--- config.mk ---
export PLATFORM = sky130hd
export DESIGN_NAME = alu_cmd_sequencer
export DESIGN_NICKNAME = d
export VERILOG_FILES = /design/src/rtl/alu_cmd_sequencer.sv
export SDC_FILE = /design/constraint.sdc
export NUM_CORES = 1
export LEC_CHECK = 0
export BUFFER_PORTS_ARGS = -buffer_cell sky130_fd_sc_hd__buf_2
export CAP_MARGIN = 0
export CORE_AREA = 2 2 67 69
export DETAILED_ROUTE_END_ITERATION = 10
export DIE_AREA = 0 0 69 71
export PLACE_DENSITY_LB_ADDON = 0.1
export SYNTH_ARGS = -nofsm -noshare
export SYNTH_HDL_FRONTEND = slang
export SYNTH_SLANG_ARGS = --single-unit
--- constraint.sdc ---
create_clock -name clock -period 4 [get_ports clock]
set_input_delay 0.8 -clock clock [delete_from_list [all_inputs] [get_ports clock]]
set_output_delay 0.8 -clock clock [all_outputs]
set_load 0.005 [all_outputs]
--- src/rtl/alu_cmd_sequencer.sv ---
// Command sequencer feeding the 4-bit accumulator ALU: buffers {rpt, op, operand} commands and issues one ALU op per clock.
// Optional shadow accumulator enabled by defining ALU_SEQ_SHADOW_EN.
module alu_cmd_sequencer #(
  parameter int DEPTH = 4
) (
  input  logic                     clock,
  input  logic                     reset_L,
  input  logic                     cmd_valid,
  output logic                     cmd_ready,
  input  logic [1:0]               cmd_op,
  input  logic [3:0]               cmd_operand,
  input  logic [1:0]               cmd_rpt,
  input  logic                     hold,
  input  logic                     flush,
  output logic [1:0]               op,
  output logic [3:0]               operand,
  output logic                     issue_valid,
  output logic                     busy,
  output logic [$clog2(DEPTH):0]   level,
  output logic [3:0]               shadow_result
);

  localparam int AW = $clog2(DEPTH);
  localparam logic [AW:0] DEPTH_L = (AW+1)'(DEPTH);

  typedef enum logic {IDLE, ISSUE} state_t;

  state_t        state_q;
  logic [7:0]    mem_q [DEPTH];
  logic [AW-1:0] wr_ptr_q, rd_ptr_q;
  logic [AW:0]   level_q, level_d;
  logic [1:0]    rem_q;
  logic [1:0]    cur_op_q;
  logic [3:0]    cur_operand_q;

  logic          fifo_empty, last, push, pop;
  logic [7:0]    head;

  assign fifo_empty  = (level_q == '0);
  assign cmd_ready   = (level_q < DEPTH_L);
  assign issue_valid = (state_q == ISSUE) & ~hold;
  assign last        = (rem_q == 2'd0);
  assign head        = mem_q[rd_ptr_q];
  assign push        = cmd_valid & cmd_ready & ~flush;
  // Pop either to start from IDLE or to chain the next command without a bubble.
  assign pop         = ~flush & ~fifo_empty & ((state_q == IDLE) | (issue_valid & last));
  assign level_d     = level_q + {{AW{1'b0}}, push} - {{AW{1'b0}}, pop};

  assign op      = issue_valid ? cur_op_q      : 2'b10;
  assign operand = issue_valid ? cur_operand_q : 4'h0;
  assign busy    = (state_q == ISSUE) | ~fifo_empty;
  assign level   = level_q;

  always_ff @(posedge clock or negedge reset_L) begin
    if (!reset_L) begin
      state_q  <= IDLE;
      wr_ptr_q <= '0;
      rd_ptr_q <= '0;
      level_q  <= '0;
      rem_q    <= 2'd0;
    end else if (flush) begin
      state_q  <= IDLE;
      wr_ptr_q <= '0;
      rd_ptr_q <= '0;
      level_q  <= '0;
      rem_q    <= 2'd0;
    end else begin
      level_q <= level_d;
      if (push) wr_ptr_q <= wr_ptr_q + 1'b1;
      if (pop)  rd_ptr_q <= rd_ptr_q + 1'b1;
      case (state_q)
        IDLE: begin
          if (pop) begin
            state_q <= ISSUE;
            rem_q   <= head[7:6];
          end
        end
        ISSUE: begin
          if (issue_valid) begin
            if (!last)    rem_q   <= rem_q - 2'd1;
            else if (pop) rem_q   <= head[7:6];
            else          state_q <= IDLE;
          end
        end
        default: state_q <= IDLE;
      endcase
    end
  end

  // Storage and current-command registers carry data only; outputs are gated by issue_valid.
  always_ff @(posedge clock) begin
    if (push) mem_q[wr_ptr_q] <= {cmd_rpt, cmd_op, cmd_operand};
    if (pop) begin
      cur_op_q      <= head[5:4];
      cur_operand_q <= head[3:0];
    end
  end

`ifdef ALU_SEQ_SHADOW_EN
  logic [3:0] shadow_q;

  // Mirrors the ALU accumulator; the ALU executes whatever is driven, flush or not.
  always_ff @(posedge clock or negedge reset_L) begin
    if (!reset_L) begin
      shadow_q <= 4'h0;
    end else if (issue_valid) begin
      case (cur_op_q)
        2'b00:   shadow_q <= shadow_q + cur_operand_q;
        2'b01:   shadow_q <= shadow_q - cur_operand_q;
        2'b10:   shadow_q <= shadow_q | cur_operand_q;
        default: shadow_q <= shadow_q ^ cur_operand_q;
      endcase
    end
  end

  assign shadow_result = shadow_q;
`else
  assign shadow_result = 4'h0;
`endif

endmodule

# Word level (Yosys, flattened, before mapping)
# Memory sizes are Yosys's and may differ from the RTL's.
# Cells that the tools add are included.
# classes
addsub,5
mul,0
div,0
magnitude_cmp,1
n_eq_ne,1
shifts,0
n_mux,19
bitwise_logic,12
n_reduce_logical,4
# ops
cell,count
2-bit two-way mux,9
1-bit AND,6
1-bit two-way mux,6
"2-bit by 1-bit adder with 2-bit output, second input constant",2
4-bit two-way mux,1
1-bit inverter,4
2-bit one-hot mux with 2 select lines,1
2-bit nonzero test,2
3-bit by 1-bit adder with 3-bit output,1
3-bit logical NOT,1
"3-bit < comparator, second input constant",1
3-bit two-way mux,1
"3-bit != test, second input constant",1
3-bit by 1-bit subtractor with 3-bit output,1
2-bit logical NOT,1
1-bit bitwise OR,2
1-bit one-hot mux with 2 select lines,1
"2-bit by 1-bit subtractor with 2-bit output, second input constant",1
# totals
ff_bits,16
latchBits,0
ramBits,32
mem_bits_ro,0
input_bits,13
output_inout_bits,16
elab_cells,50
memories,1
# memory_table
memory,depth,word_bits,read_ports,rd_ports_with_merged_regs,write_ports,line,rtl
mem_q,4,8,1,0,1,29,logic [7:0] mem_q [DEPTH];

# Longest topological paths before layout
# logic_depth
ltp_word,10
ltp_mapped,10

# Least setup slack after synthesis
# OpenSTA, ideal clock, no wires.
# synth_path
kind,in2reg
from,in hold
to,reg level_q[2] (netlist: level[2])
setup_time_ps,132
arrival_ps,2472
required_time_ps,3868
slack_ps,1396
stages,10
path_buffers,1
path_cell_list,buf_6 -> o31ai_1 -> nand3_1 -> a21oi_1 -> ha_1 -> inv_1 -> fa_1 -> xnor2_1 -> xnor2_1 -> nor2_1
# synth_between
elab_chain_len,7
# synth_rtl
item,line,rtl
from (decl),13,"input logic hold,"
1-bit inverter,41,assign issue_valid = (state_q == ISSUE) & ~hold;
1-bit AND,41,
1-bit AND,46,assign pop = ~flush & ~fifo_empty & ((state_q == IDLE) | (issue_valid & last));
1-bit bitwise OR,46,
1-bit AND,46,
3-bit by 1-bit subtractor with 3-bit output,47,"assign level_d = level_q + {{AW{1'b0}}, push} - {{AW{1'b0}}, pop};"
3-bit two-way mux,61,end else if (flush) begin
to (signal assigned),68,level_q <= level_d;
to (decl),31,"logic [AW:0] level_q, level_d;"
# Every way passes these cells.
# A chain may end at the register's enable or synchronous reset.

# Worst setup path after layout
# layout_path
from,reg level_q[1] (netlist: level[1])
to,reg level_q[2] (netlist: level[2])
# layout_between
elab_chain_len,6
elab_cells_between_ends,10
cone_classes,add/sub: 2; order compare: 1; mux: 1; bitwise: 5; reduce/logical: 1
# layout_rtl
item,line
3-bit < comparator or 3-bit logical NOT (tied branches),"40, 39"
1-bit AND or 1-bit inverter (tied branches),"44, 46"
1-bit AND (on tied branches),"44, 46"
3-bit by 1-bit adder with 3-bit output or 1-bit AND (tied branches),"47, 46"
3-bit by 1-bit subtractor with 3-bit output *,47
3-bit two-way mux *,61
# Mark *: on every way between the ends. The rest lies on a longest branch, timed or not.

==> impl_metrics.tcl <==
set metrics [dict create \
    vias 1104 \
    crit_buf_inv 1 \
    h-tree-depth 2 \
    drc 0 \
    ys.warnings.count 0 \
    leakage_uw 0.000850 \
    routed_wl_um 3160 \
    grt_pass1_vias 1119 \
    grt.total_usage 0.148 \
    drv_cap 0 \
    initial_core_util 0.486 \
    tightest_slew_ps 771 \
    slew_violations 0 \
    power_density_nw_per_um2 624 \
    rows 24 \
    ys_types 29 \
    nets 175 \
    final_core_util 0.547 \
    drt-pass1-iter-count 4 \
    syn2layout_area_growth_pct 12.6 \
    hold_buffers 0 \
    final_cells 209 \
    relSlewSlack 0.482 \
    critPathSlowestCell "nor3_1" \
    cts_tree "yes" \
    arrival_ps 2690 \
    drive_gt1_frac 0.255 \
    dieArea_um2 4900 \
    setup_viol 0 \
    synth-main-ff-cell "edfxtp_1" \
    hold_ws_ps 352 \
    yosysMostFrequentCell "edfxtp_1" \
    die_h_um 71 \
    syn_avg_cell_area_um2 15.7 \
    status "complete, no violations" \
    cp_max_fo 8 \
    yosysSeqAreaShare 0.681 \
    cts-resized-gates 0 \
    drt-initial-drc-count 72 \
    crit_chain "nor3_1 > o21ai_0 > a21oi_1 > ha_1 > inv_1 > fa_1 > xnor2_1 > xnor2_1 > nor2_1" \
    wl_per_cell_um 15.1 \
    cp_top_family "simple AND/OR/NAND/NOR gates" \
    post-route-period-util 0.629 \
    portBuffers 24 \
    clk_latency_ps 290 \
    gp_congestion 0.758 \
    place_inst 201 \
    synth_seq_cells 48 \
    yosysTopAreaCell "edfxtp_1" \
    finClkSkew_ps 2.58 \
    rsz0062_at_grt "false" \
    fin_tns_setup_ps 0 \
    cp-start-kind "register" \
    synth_area_leaders "edfxtp_1 56%, dfrtp_1 12%, mux4_2 8.8%" \
    cp_common_cell "xnor2_1" \
    coreArea_um2 4200 \
    overflow 0 \
    critPathKind "reg -> reg" \
    ant_nets 0 \
    cts.clk_slew.worst_paths_ps 90 \
    synth_cells 130 \
    cts_sinks 48 \
    cts_made_buffers 5 \
    antenna_found_initial 0 \
    required_ps 4180 \
    cpPeakStageDelay_ps 660 \
    synth_edf_count 38 \
    cp.depth 9 \
    via_per_inst 5.28 \
    cts_root_buf "clkbuf_8" \
    ys_async_sr_fraction 0.208 \
    grt_pass1_wl_um 5530 \
    antenna_cells 0 \
    hold_viol 0 \
    total_power_uw 1440 \
    end_kind "register" \
    grt_start_max_net_pins 17 \
    hp-class "in -> async" \
    max_freq_mhz 397 \
    synth_common_cells "38 x edfxtp_1, 10 x dfrtp_1, 9 x and2_1" \
    synth_top_area_frac 0.559 \
    period_needed_ps 2520 \
    ir_drop_v 0.000310 \
    ios 29 \
    cts.path.max_buffers 2 \
    multi_input_area_um2 586 \
    register_area_um2 1390 \
    worstRegToRegCells 9 \
    chipWidth_um 69 \
    fill_cells 372 \
    syn_area_um2 2040 \
    cts_setup_buffers 0 \
    dp_hpwl_um 2260 \
]
## power breakdown
part | switching, uW | leakage [uW] | internal, uW
combinational | 187 | 0.000317 | 191
clock | 158 | 0.0000548 | 188
sequential | 87.5 | 0.000479 | 625
## cells by family after synthesis
group	count (synthesis)	share of synthesized area
adder cells (fa/ha/maj)	6	0.0404
XOR/XNOR	3	0.0129
multiplexers	8	0.0882
buffers and inverters	14	0.0374
AND/OR/NAND/NOR	35	0.0907
AO/OA/AOI/OAI	15	0.0472
flip-flops	48	0.681
other	1	0.00184
## state kept, by name, indices dropped and copies added, names as in the netlist
| name | cells |
|---|---|
| cur_op_q | 2 |
| cur_operand_q | 4 |
| level | 3 |
| mem_q | 32 |
| rd_ptr_q | 2 |
| rem_q | 2 |
| state_q | 1 |
| wr_ptr_q | 2 |
## through the flow
step | setup slack [ps] | cell area, um2
CTS | 1480 | 2300
global route | 1180 | 2300
floorplan | 1400 | 2050
global placement | 1240 | 2180
finish | 1480 | 2300
detailed placement | 1190 | 2180
## layer usage
layer,up-vias,share of wire,global-route usage
met5,-,0,0
met4,0,0.0079,0.0458
met3,2,0.038,0.0456
met2,20,0.51,0.232
met1,550,0.44,0.201
li1,532,-,-
## worst paths after layout
| kind | start | slack (ps) | endpoint |
|---|---|---|---|
| min in group clock | wr_ptr_q[1] | 580 | wr_ptr_q[1] |
| max in group asynchronous | reset_L | 3460 | state_q |
| max | level[1] | 1480 | level[2] |
| min | reset_L | 350 | level[0] |
| max reg2reg | level[1] | 1480 | level[2] |
| min reg2reg | wr_ptr_q[1] | 580 | wr_ptr_q[1] |
## layout by cell type (no fill, tap or decap)
cell,instances
o31ai_1,2
mux4_2,8
inv_1,6
a21boi_0,1
nor2b_1,2
or4_1,1
nor2_1,6
ha_1,5
inv_6,1
nor3_1,5
bufinv_16,1
fa_1,1
xnor2_1,3
and2_1,9
nand2b_1,1
clkinvlp_4,1
nor4_1,2
clkbuf_8,5
nand3_1,3
nand2_1,4
conb_1,4
buf_2,24
o21ai_0,2
a31oi_1,1
or3_1,2
o31a_1,2
edfxtp_1,38
dfrtp_1,10
a21oi_1,5
o211ai_1,2
## cell type report
cell class | instances | area share
clock buffers | 5 | 0.0299
clock inverters | 3 | 0.0201
inverters | 6 | 0.00979
multi-input cells | 71 | 0.255
flip-flops and latches | 48 | 0.605
well taps | 52 | 0.0283
repair buffers | 24 | 0.0522
No activity file was read; power rests on OpenSTA's default activity.
